$ cat config.mk
export PLATFORM = sky130hd
export DESIGN_NAME = cu_fsm_mc
export DESIGN_NICKNAME = d
export VERILOG_FILES = /design/src/rtl/cu_pkg.sv /design/src/rtl/intr_prio_enc.sv /design/src/rtl/cu_fsm_mc.sv
export SDC_FILE = /design/constraint.sdc
export NUM_CORES = 1
export LEC_CHECK = 0
export ABC_AREA = 1
export CAP_MARGIN = 20
export CORE_MARGIN = 3
export CORE_UTILIZATION = 40
export CTS_CLUSTER_SIZE = 14
export DETAILED_ROUTE_END_ITERATION = 16
export PLACE_DENSITY = 0.77
export SKIP_LAST_GASP = 1
export SLEW_MARGIN = 20
export SYNTH_ARGS = -nofsm -noshare
export SYNTH_HDL_FRONTEND = slang
export SYNTH_SLANG_ARGS = --single-unit
$ cat constraint.sdc
create_clock -name CLK -period 1.9 [get_ports CLK]
set_clock_uncertainty 0.1 [all_clocks]
set_input_delay 0.57 -clock CLK [delete_from_list [all_inputs] [get_ports CLK]]
set_output_delay 0.57 -clock CLK [all_outputs]
set_load 0.01 [all_outputs]
$ cat src/rtl/cu_pkg.sv
// Shared types and constants for the multicycle control unit.
package cu_pkg;

    // RV32I major opcodes recognised by the control unit.
    typedef enum logic [6:0] {
        OPC_LOAD   = 7'b0000011,
        OPC_OP_IMM = 7'b0010011,
        OPC_AUIPC  = 7'b0010111,
        OPC_STORE  = 7'b0100011,
        OPC_OP     = 7'b0110011,
        OPC_LUI    = 7'b0110111,
        OPC_BRANCH = 7'b1100011,
        OPC_JALR   = 7'b1100111,
        OPC_JAL    = 7'b1101111,
        OPC_SYSTEM = 7'b1110011
    } opcode_t;

    typedef enum logic [2:0] {
        ST_FETCH,
        ST_EXEC,
        ST_MEM_WAIT,
        ST_WB,
        ST_INTR,
        ST_TRAP
    } cu_state_t;

    localparam logic [2:0] F3_MRET  = 3'b000;
    localparam logic [2:0] F3_CSRRW = 3'b001;
    localparam logic [2:0] F3_CSRRS = 3'b010;
    localparam logic [2:0] F3_CSRRC = 3'b011;

    localparam logic [1:0] TC_ILLEGAL = 2'b01;
    localparam logic [1:0] TC_BUS     = 2'b10;

    // Width of an index into n items, never narrower than one bit.
    function automatic int cw_of(input int n);
        return (n > 1) ? $clog2(n) : 1;
    endfunction

endpackage

$ cat src/rtl/intr_prio_enc.sv
// Lowest-index-first priority encoder for interrupt requests.
module intr_prio_enc #(
    parameter int NUM_INTR = 4,
    parameter int CW       = (NUM_INTR > 1) ? $clog2(NUM_INTR) : 1
) (
    input  logic [NUM_INTR-1:0] req,
    output logic                valid,
    output logic [CW-1:0]       idx
);

    // Scan from the top down so the lowest set index is the last one written.
    always_comb begin
        valid = |req;
        idx   = '0;
        for (int i = NUM_INTR - 1; i >= 0; i--) begin
            if (req[i]) idx = CW'(i);
        end
    end

endmodule

$ cat src/rtl/cu_fsm_mc.sv
// Multicycle RV32I control unit: fetch/execute/writeback sequencing with
// memory wait states, prioritised interrupts, CSR/MRET decode and traps.
module cu_fsm_mc
    import cu_pkg::*;
#(
    parameter int NUM_INTR = 4,
    parameter int WAIT_MAX = 15,
    parameter int CW       = cw_of(NUM_INTR)
) (
    input  logic                CLK,
    input  logic                RST_N,
    input  logic [NUM_INTR-1:0] INTR,
    input  logic                INTR_EN,
    input  logic [6:0]          CU_OPCODE,
    input  logic [2:0]          FUNC3,
    input  logic                MEM_READY,
    output logic                PC_WRITE,
    output logic                REG_WRITE,
    output logic                MEM_WRITE,
    output logic                MEM_READ1,
    output logic                MEM_READ2,
    output logic                CSR_WRITE,
    output logic                MRET_EXEC,
    output logic                INT_TAKEN,
    output logic [CW-1:0]       INT_CAUSE,
    output logic                TRAP_TAKEN,
    output logic [1:0]          TRAP_CAUSE
);

    localparam int WW = $clog2(WAIT_MAX + 1);
    localparam logic [WW-1:0] WMAX = WW'(WAIT_MAX);

    cu_state_t     state, state_nx;
    logic [WW-1:0] wcnt, wcnt_nx, wcnt_inc;
    logic [1:0]    tcause_nx;
    logic          ins_end, int_ld;
    logic [NUM_INTR-1:0] pend;
    logic          pend_vld;
    logic [CW-1:0] pend_idx;
    opcode_t       opc;

    assign opc      = opcode_t'(CU_OPCODE);
    assign pend     = INTR & {NUM_INTR{INTR_EN}};
    // The counter is cleared on every trap entry, so it never exceeds WMAX.
    assign wcnt_inc = (wcnt == WMAX) ? wcnt : wcnt + WW'(1);

    intr_prio_enc #(.NUM_INTR(NUM_INTR), .CW(CW)) u_prio (
        .req   (pend),
        .valid (pend_vld),
        .idx   (pend_idx)
    );

    // Next state, wait counter, trap cause and datapath strobes.
    always_comb begin
        state_nx   = state;
        wcnt_nx    = wcnt;
        tcause_nx  = TRAP_CAUSE;
        ins_end    = 1'b0;
        PC_WRITE   = 1'b0;
        REG_WRITE  = 1'b0;
        MEM_WRITE  = 1'b0;
        MEM_READ1  = 1'b0;
        MEM_READ2  = 1'b0;
        CSR_WRITE  = 1'b0;
        MRET_EXEC  = 1'b0;
        INT_TAKEN  = 1'b0;
        TRAP_TAKEN = 1'b0;
        case (state)
            ST_FETCH: begin
                MEM_READ1 = 1'b1;
                if (MEM_READY) begin
                    state_nx = ST_EXEC;
                    wcnt_nx  = '0;
                end else if (wcnt_inc == WMAX) begin
                    state_nx  = ST_TRAP;
                    tcause_nx = TC_BUS;
                    wcnt_nx   = '0;
                end else begin
                    wcnt_nx = wcnt_inc;
                end
            end
            ST_EXEC: begin
                case (opc)
                    OPC_LUI, OPC_AUIPC, OPC_JAL, OPC_JALR, OPC_OP, OPC_OP_IMM: begin
                        PC_WRITE  = 1'b1;
                        REG_WRITE = 1'b1;
                        ins_end   = 1'b1;
                    end
                    OPC_BRANCH: begin
                        PC_WRITE = 1'b1;
                        ins_end  = 1'b1;
                    end
                    OPC_SYSTEM: begin
                        if (FUNC3 == F3_CSRRW || FUNC3 == F3_CSRRS || FUNC3 == F3_CSRRC) begin
                            PC_WRITE  = 1'b1;
                            REG_WRITE = 1'b1;
                            CSR_WRITE = 1'b1;
                            ins_end   = 1'b1;
                        end else if (FUNC3 == F3_MRET) begin
                            PC_WRITE  = 1'b1;
                            MRET_EXEC = 1'b1;
                            ins_end   = 1'b1;
                        end else begin
                            state_nx  = ST_TRAP;
                            tcause_nx = TC_ILLEGAL;
                        end
                    end
                    OPC_LOAD: begin
                        MEM_READ2 = 1'b1;
                        state_nx  = MEM_READY ? ST_WB : ST_MEM_WAIT;
                    end
                    OPC_STORE: begin
                        MEM_WRITE = 1'b1;
                        if (MEM_READY) begin
                            PC_WRITE = 1'b1;
                            ins_end  = 1'b1;
                        end else begin
                            state_nx = ST_MEM_WAIT;
                        end
                    end
                    default: begin
                        state_nx  = ST_TRAP;
                        tcause_nx = TC_ILLEGAL;
                    end
                endcase
            end
            ST_MEM_WAIT: begin
                // The instruction register holds the opcode across wait states.
                MEM_READ2 = (opc == OPC_LOAD);
                MEM_WRITE = (opc != OPC_LOAD);
                if (MEM_READY) begin
                    wcnt_nx = '0;
                    if (opc == OPC_LOAD) begin
                        state_nx = ST_WB;
                    end else begin
                        PC_WRITE = 1'b1;
                        ins_end  = 1'b1;
                    end
                end else if (wcnt_inc == WMAX) begin
                    state_nx  = ST_TRAP;
                    tcause_nx = TC_BUS;
                    wcnt_nx   = '0;
                end else begin
                    wcnt_nx = wcnt_inc;
                end
            end
            ST_WB: begin
                REG_WRITE = 1'b1;
                PC_WRITE  = 1'b1;
                ins_end   = 1'b1;
            end
            ST_INTR: begin
                INT_TAKEN = 1'b1;
                PC_WRITE  = 1'b1;
                state_nx  = ST_FETCH;
            end
            ST_TRAP: begin
                TRAP_TAKEN = 1'b1;
                PC_WRITE   = 1'b1;
                state_nx   = ST_FETCH;
            end
            default: state_nx = ST_FETCH;
        endcase
        // A completing instruction either enters the interrupt handler or fetches.
        if (ins_end) state_nx = pend_vld ? ST_INTR : ST_FETCH;
        if (!RST_N) begin
            PC_WRITE   = 1'b0;
            REG_WRITE  = 1'b0;
            MEM_WRITE  = 1'b0;
            MEM_READ1  = 1'b0;
            MEM_READ2  = 1'b0;
            CSR_WRITE  = 1'b0;
            MRET_EXEC  = 1'b0;
            INT_TAKEN  = 1'b0;
            TRAP_TAKEN = 1'b0;
        end
    end

    assign int_ld = ins_end && pend_vld;

    // State, wait counter and cause registers.
    always_ff @(posedge CLK) begin
        if (!RST_N) begin
            state      <= ST_FETCH;
            wcnt       <= '0;
            INT_CAUSE  <= '0;
            TRAP_CAUSE <= '0;
        end else begin
            state      <= state_nx;
            wcnt       <= wcnt_nx;
            TRAP_CAUSE <= tcause_nx;
            if (int_ld) INT_CAUSE <= pend_idx;
        end
    end

endmodule

After elaboration in Yosys (flattened, before gate mapping). Cells that the tools add are included. W data, S select, Z words.

Logic and storage cells: 109. Bits in registers: 11. Output and inout bits: 13.

Bitwise logic cells: 1. Add/subtract/negate cells: 1. Reductions and logical operators: 14. Eq/ne operators: 32. Muxes and demuxes: 57.

Operator list (number): $eq A7 B7 Y1 const B (4); $mux W3 (9); $mux W1 (26); $pmux W3 S4 (2); $eq A7 B6 Y1 const B (3); $mux W2 (8); $ne A4 B4 Y1 const B (4); $eq A7 B5 Y1 const B (2); $eq A3 B2 Y1 const B (4); $mux W4 (3); $reduce_and A6 Y1 (2); $ne A3 B3 Y1 const B (3); $pmux W1 S3 (3); $reduce_or A9 Y1 (1); $eq A4 B4 Y1 const B (2); $pmux W1 S2 (4); $pmux W2 S2 (2); $eq A7 B2 Y1 const B (1); $ne A7 B2 Y1 const B (1); $reduce_or A7 Y1 (1); $eq A3 B1 Y1 const B (2); $eq A3 B3 Y1 const B (2); $logic_not A3 Y1 (2); $ne A2 B2 Y1 const B (3); other kinds (10) (11).

Depth between registers and ports, before layout. Gate-level depths: netlist (run 1).

Depth after elaboration: 8. Gate-level depth with buffers: 12.

Cells and area by module. A second synthesis (run 1) with hierarchy kept.

Cells, all modules: 174. Area, all modules: 965.9 um2.

By module, submodules not included: cu_fsm_mc (area each 919.6 um2, sequential area each 220.2 um2, times used 1, cells each 165); intr_prio_enc (area each 46.3 um2, sequential area each 0.0 um2, times used 1, cells each 9).

Worst setup path after synthesis (run 1). No wires, ideal clock.

Path kind: input to output. From: input CU_OPCODE[3]. To: output PC_WRITE. Slack: -181 ps. Required time: 1230 ps. Stages on the path: 10. Arrival: 1411 ps. Path through: inv_1 nand2_1 nor2_2 buf_4 nand3_1 nand2_1 nand2_1 nand3_4 a21oi_1 inv_1.

Cells in the longest elaborated chain, start to end: 5.

RTL lines: from (decl) (line cu_fsm_mc.sv:14) `input logic [6:0] CU_OPCODE,`; $eq A7 B7 Y1, or another cell as far along (line cu_fsm_mc.sv:83) `case (opc)`; $reduce_or A7 Y1 (no source line) or $mux W1 (tied branches); $pmux W1 S3 or $mux W1 (tied branches) (line cu_fsm_mc.sv:83, cu_fsm_mc.sv:131); $pmux W1 S3 * (line cu_fsm_mc.sv:68) `case (state)`; $mux W1 * (line cu_fsm_mc.sv:166) `if (!RST_N) begin`; to (decl) (line cu_fsm_mc.sv:17) `output logic PC_WRITE,`.

Every way passes the cells marked *; elsewhere a longest branch is shown, timed or not.

Worst setup path after layout (run 1).
From: input CU_OPCODE[1]. To: output PC_WRITE.

Same word-level chain as after synthesis.

==> results.sh, run 1 <==
export IMPL_areaGrowthSynthToFinish_pct=99.60
export IMPL_grt_usage_pct=30.66
export IMPL_synth_area_top_cells="dfxtp_1, nand2_1, inv_1"
export IMPL_hold_viol_final=0
export IMPL_cp_arrival_ns=1.63
export IMPL_dp_cells=249
export IMPL_syn_area_per_cell_um2=5.739
export IMPL_cellLeakagePower_nw=0.9234
export IMPL_startpoint_type="input pin"
export IMPL_grt_max_degree=8
export IMPL_synth_top_area_cell="dfxtp_1"
export IMPL_ir_worst_vdd_uv=539.6
export IMPL_place_hpwl_um=2230
export IMPL_slew_headroom_pct=79.86
export IMPL_synth_compound_area_share_pct=14.27
export IMPL_grt_first_pass_wirelength_um=6561
export IMPL_antenna_left=0
export IMPL_pwr_share_seq_pct=33.8
export IMPL_cts_sink_count=11
export IMPL_setup_viol=10
export IMPL_grt_pass1_vias=1524
export IMPL_fin_nets=265
export IMPL_fin_crit_ns=2.302
export IMPL_p_clk_share_pct=19.6
export IMPL_status="finished with violations"
export IMPL_gr_total_overflow=0
export IMPL_internal_power_uw=511.1
export IMPL_crit_path_end_kind="primary output"
export IMPL_holdWs_ns=0.3740
export IMPL_die_area_um2=2939
export IMPL_core_um2=2082
export IMPL_synth_xor_area_share_pct=0
export IMPL_synthSimpleGateAreaFrac_pct=49.80
export IMPL_ctsRootBufferMaster="clkbuf_4"
export IMPL_synth_distinct_cells=25
export IMPL_hold_class="register to register"
export IMPL_drtPass1Iterations=4
export IMPL_cts_made_buffers=3
export IMPL_synth_top_family_by_area="simple AND/OR/NAND/NOR gates"
export IMPL_power_density_nw_per_um2=419.9
export IMPL_postSynthCellCount=162
export IMPL_clock_latency_ns=0.26
export IMPL_muxShareOfSynthArea_pct=0
export IMPL_cts_htree_levels=1
export IMPL_mostFrequentLayoutCell="buf_4"
export IMPL_fillers=95
export IMPL_drive_above_1_share_pct=51.02
export IMPL_final_seq_area_um2=227.7
export IMPL_critPathKind="input pin to primary output"
export IMPL_slowest_stage="a21oi_2"
export IMPL_rr_worst_depth=16
export IMPL_port_buffers=30
export IMPL_hold_depth=2
export IMPL_multi_input_area_um2=764.5
export IMPL_layout_common_cells="buf_4, nand2_1, inv_1"
export IMPL_hold_buffers=0
export IMPL_fp_dieW_um=54.21
export IMPL_clockBufferDepth=2
export IMPL_antenna_found_initial=1
export IMPL_final_max_slew_viol_count=0
export IMPL_clock_fmax_mhz=434.3
export IMPL_viasPerCell=5.524
export IMPL_critPathMostFrequentCell="buf_6"
export IMPL_p_comb_share_pct=46.6
export IMPL_vias=1508
export IMPL_violations="setup timing"
export IMPL_fin_crit_sh_pct=121.2
export IMPL_rsz0062_at_grt="true"
export IMPL_power_switching_uw=268.1
export IMPL_synthesis_nets=181
export IMPL_num_rows=16
export IMPL_post_route_util_pct=89.12
export IMPL_ys_warn_count=0
export IMPL_initialDrtViolationCount=38
export IMPL_synth_area_um2=929.6
export IMPL_drt_total_wl_um=4242
export IMPL_synthAdderAreaFrac_pct=1.346
export IMPL_crit_fanout=3
export IMPL_ys_ff_latch=11
export IMPL_ys_seq_area_share_pct=23.69
export IMPL_die_h_um=54.21
export IMPL_crit_chain="buf_6 -> nand2_4 -> nor2_4 -> buf_6 -> buf_6 -> nand2_1 -> nand2_2 -> nand2_2 -> nand3_4 -> a21oi_2 -> inv_2 -> buf_6"
export IMPL_cts_tree="built"
export IMPL_finalWorstSetupSlack_ns=-0.4025
export IMPL_gp_congestion=0.8064
export IMPL_start_util_pct=44.65
export IMPL_worst_pin_slew_ns=0.2989
export IMPL_cp_slowest_stage_delay_ns=0.13
export IMPL_wl_per_cell_um=15.54
export IMPL_synth_top_cell_area_share_pct=23.69
export IMPL_instances_no_fill=273
export IMPL_max_cap_violations=0
export IMPL_remaining_drc_errors=0
export IMPL_clk_pin_slew_ns=0.06
export IMPL_pin_count=31
export IMPL_p_sw_share_pct=34.41
export IMPL_crit_required_ns=1.23
-- worst max-delay path, delay by kind of cell --
family | cells | cell delay, ns
AO/OA/AOI/OAI | 1 | 0.13
buffers and inverters | 5 | 0.49
AND/OR/NAND/NOR | 6 | 0.44
-- kinds of logic (layout without fill, tap and decap cells) --
| group | after synthesis | count (layout) |
|---|---|---|
| other | 0 | 1 |
| AOI/OAI and AO/OA | 24 | 24 |
| adders and majority gates | 1 | 1 |
| and+or+nand+nor | 100 | 100 |
| DFF | 11 | 11 |
| buffers and inverters | 26 | 109 |
-- path summary, 6_finish.rpt --
| path | endpoint | slack [ns] | from |
|---|---|---|---|
| setup / recovery | PC_WRITE | -0.40 | CU_OPCODE[1] |
| hold / removal | TRAP_CAUSE[0]$_SDFFE_PN0P_ | 0.37 | TRAP_CAUSE[0]$_SDFFE_PN0P_ |
| setup reg to reg | TRAP_CAUSE[0]$_SDFFE_PN0P_ | -0.30 | state[0]$_SDFFE_PN0P_ |
| hold reg to reg | TRAP_CAUSE[0]$_SDFFE_PN0P_ | 0.37 | TRAP_CAUSE[0]$_SDFFE_PN0P_ |
-- Yosys cell counts --
library cell	instances
nand2_1	49
inv_1	22
nor2_1	17
nand3_1	14
a21oi_1	13
dfxtp_1	11
nor2_2	6
nor3_1	4
o21ai_0	4
nand2_2	3
a211oi_1	2
inv_2	2
nand3_2	2
o21ai_1	2
a21oi_2	1
a31oi_1	1
buf_1	1
buf_4	1
ha_1	1
nand3_4	1
nand3b_1	1
nand4_1	1
nor2_4	1
o211ai_1	1
or2_2	1
-- stage by stage --
stage	setup WS (ns)	total power, mW	setup TNS, ns	instance area [um2]
after global placement	-1.247	0.5531	-12.47	1560
after global routing	-0.4607	0.8244	-3.419	1856
after CTS	-0.3228	0.7523	-2.068	1804
final	-0.4025	0.7792	-2.861	1856
after detailed placement	-1.249	0.5598	-12.64	1560
after floorplan	-0.1247	0.3937	-0.1247	988.4
-- layer usage --
metal  track usage (%)  share of wire (%)
met1             33.00                 37
met2             54.58                 50
met3             6.540                7.6
met4             17.84                5.4
met5                 0                  0
-- final cells by class --
type	instances	share of cell area (%)
clock buffers	4	1.416
flip-flops and latches	11	12.27
diodes	1	0.1349
multi-input cells	125	41.20
repair buffers	81	37.22
inverters	24	5.934
well taps	27	1.821
-- repair_timing --
item / in CTS / in global routing
setup buffers: 19 / 1
gates resized for setup: 116 / 16
setup endpoints to repair: 16 / 15
pin swaps: 23 / 6
-- registers in the layout, indices dropped and copies added (netlist names) --
register,count
INT_CAUSE,2
state,3
TRAP_CAUSE,2
wcnt,4
-- power groups by stage --
| stage | registers (mW) | clock network, mW | logic [mW] |
|---|---|---|---|
| after floorplan | 0.267 | 0 | 0.127 |
| after CTS | 0.262 | 0.155 | 0.335 |
| final | 0.263 | 0.153 | 0.363 |
| after detailed placement | 0.265 | 0 | 0.294 |
| after global placement | 0.264 | 0 | 0.289 |
| after global routing | 0.264 | 0.169 | 0.391 |
No activity file was read; power rests on OpenSTA's default activity.
==> run 2, diff against run 1 <==
==> constraint.sdc (replaced) <==
create_clock -name CLK -period 1.9 [get_ports CLK]
set_clock_uncertainty 0.1 [all_clocks]
set_input_delay 0.38 -clock CLK [delete_from_list [all_inputs] [get_ports CLK]]
set_output_delay 0.38 -clock CLK [all_outputs]
set_load 0.01 [all_outputs]
==> results.sh, run 2 (synthesis results as in run 1) <==
export IMPL_fillers=160
export IMPL_violations="setup timing"
export IMPL_drt_total_wl_um=3521
export IMPL_grt_pass1_vias=1355
export IMPL_antenna_left=0
export IMPL_largest_reg_flops=4
export IMPL_hold_class="register to register"
export IMPL_antenna_found_initial=0
export IMPL_grt_first_pass_wirelength_um=5444
export IMPL_post_route_util_pct=77.52
export IMPL_fin_crit_sh_pct=104.5
export IMPL_diodes=0
export IMPL_instances_no_fill=261
export IMPL_top_register="wcnt"
export IMPL_num_rows=16
export IMPL_max_cap_violations=0
export IMPL_cp_arrival_ns=1.51
export IMPL_die_h_um=54.21
export IMPL_hold_viol_final=0
export IMPL_drtPass1Iterations=4
export IMPL_remaining_drc_errors=0
export IMPL_power_density_nw_per_um2=451.1
export IMPL_cellLeakagePower_nw=0.8301
export IMPL_cts_made_buffers=3
export IMPL_gr_total_overflow=0
export IMPL_holdWs_ns=0.3639
export IMPL_worstHoldEndpoint="TRAP_CAUSE[0]$_SDFFE_PN0P_"
export IMPL_drive_above_1_share_pct=41.88
export IMPL_cts_tree="built"
export IMPL_place_ws_ns=-0.8173
export IMPL_fin_nets=254
export IMPL_rsz0062_at_grt="true"
export IMPL_crit_chain="inv_1 -> nand3_2 -> nor2_1 -> nand2_2 -> nand2_4 -> nor2_4 -> nand3_4 -> a21oi_2 -> inv_1 -> buf_2"
export IMPL_areaGrowthSynthToFinish_pct=73.62
export IMPL_cp_slowest_stage_delay_ns=0.36
export IMPL_place_hpwl_um=2332
export IMPL_setup_viol=3
export IMPL_design_area_um2=1614
export IMPL_critPathKind="register to primary output"
export IMPL_die_area_um2=2939
export IMPL_cts_htree_levels=1
export IMPL_ctsRootBufferMaster="clkbuf_4"
export IMPL_layout_common_cells="nand2_1, buf_4, inv_1"
export IMPL_clockBufferDepth=2
export IMPL_final_max_slew_viol_count=0
export IMPL_power_total_uw=728.2
export IMPL_fin_crit_ns=1.985
export IMPL_initialDrtViolationCount=37
export IMPL_status="finished with violations"
export IMPL_dpl_instance_area_um2=1470
export IMPL_start_util_pct=44.65
export IMPL_finalWorstSetupSlack_ns=-0.08533
export IMPL_slew_headroom_pct=82.02
export IMPL_startpoint_type="register"
export IMPL_critPathMostFrequentCell="inv_1"
export IMPL_vias=1330
export IMPL_viasPerCell=5.096
export IMPL_worstHoldStart="TRAP_CAUSE[0]$_SDFFE_PN0P_"
export IMPL_hold_depth=2
export IMPL_r2r_start="wcnt[0]$_SDFFE_PN0N_"
export IMPL_crit_required_ns=1.42
export IMPL_r2r_end="wcnt[0]$_SDFFE_PN0N_"
export IMPL_rr_worst_depth=9
export IMPL_gp_congestion=0.8314
export IMPL_clock_fmax_mhz=503.7
export IMPL_port_buffers=30
export IMPL_crit_buf_inv=3
export IMPL_slowest_stage="dfxtp_2"
export IMPL_crit_fanout=3
export IMPL_largestRegisters="wcnt x4, state x3"
export IMPL_cts_sink_count=11
export IMPL_worst_pin_slew_ns=0.2669
export IMPL_clk_pin_slew_ns=0.07
export IMPL_wl_per_cell_um=13.49
export IMPL_clock_latency_ns=0.26
export IMPL_critical_path_top_delay_family="simple AND/OR/NAND/NOR gates"
export IMPL_grt_max_degree=9
export IMPL_fp_dieW_um=54.21
export IMPL_crit_path_end_kind="primary output"
export IMPL_ir_worst_vdd_uv=502.1
export IMPL_pin_count=31
export IMPL_setup_tns_ns=-0.1856
export IMPL_regToRegSetupSlack_ns=0.17
export IMPL_grt_usage_pct=24.80
export IMPL_mostFrequentLayoutCell="nand2_1"
export IMPL_dp_cells=246
export IMPL_core_um2=2082
## run 2: worst max-delay path by stage
stage,start,depth (start not counted),end
final,state[2]$_SDFFE_PN0P_,10,PC_WRITE
after global routing,state[2]$_SDFFE_PN0P_,10,PC_WRITE
after CTS,MEM_READY,8,PC_WRITE
after detailed placement,CU_OPCODE[0],7,MEM_READ2
after global placement,CU_OPCODE[0],9,PC_WRITE
after floorplan,CU_OPCODE[3],10,PC_WRITE
## run 2: where the power goes
part | switching (mW) | total, mW | leakage, nW | internal, mW
Clock | 0.0743 | 0.156 | 0.0150 | 0.0813
Sequential | 0.0162 | 0.263 | 0.0911 | 0.247
Combinational | 0.157 | 0.310 | 0.724 | 0.153
Total | 0.247 | 0.728 | 0.830 | 0.481
## run 2: cell type report
class | count | area (um2) | area share [%]
repair buffers | 70 | 546.8 | 33.88
inverters | 24 | 90.09 | 5.581
multi-input cells | 125 | 690.7 | 42.79
clock buffers | 4 | 26.28 | 1.628
well taps | 27 | 33.78 | 2.093
flip-flops and latches | 11 | 226.5 | 14.03
## run 2: repair_timing
action,4_1_cts,5_1_grt
pin swaps,9,10
gates resized for setup,76,22
buffers inserted,8,3
hold buffers,0,0
endpoints found under the setup margin,9,10
## run 2: per-layer routing
| metal | track usage (%) | share of wire, % | vias to the layer above |
|---|---|---|---|
| met5 | 0 | 0 | - |
| met4 | 9.544 | 2.2 | 0 |
| met3 | 2.997 | 6.6 | 10 |
| met2 | 50.60 | 54 | 52 |
| met1 | 24.67 | 37 | 605 |
| li1 | - | - | 663 |
## run 2: worst reg2reg max path, cell delays in order, from the launching register on
cell     delay, ns
dfxtp_1       0.41
ha_1          0.22
nand3_1       0.13
o21ai_1       0.20
nor2_1        0.08
nand2_2       0.09
nand2_2       0.08
nor2_2        0.16
nand2_1       0.08
a21oi_1       0.12
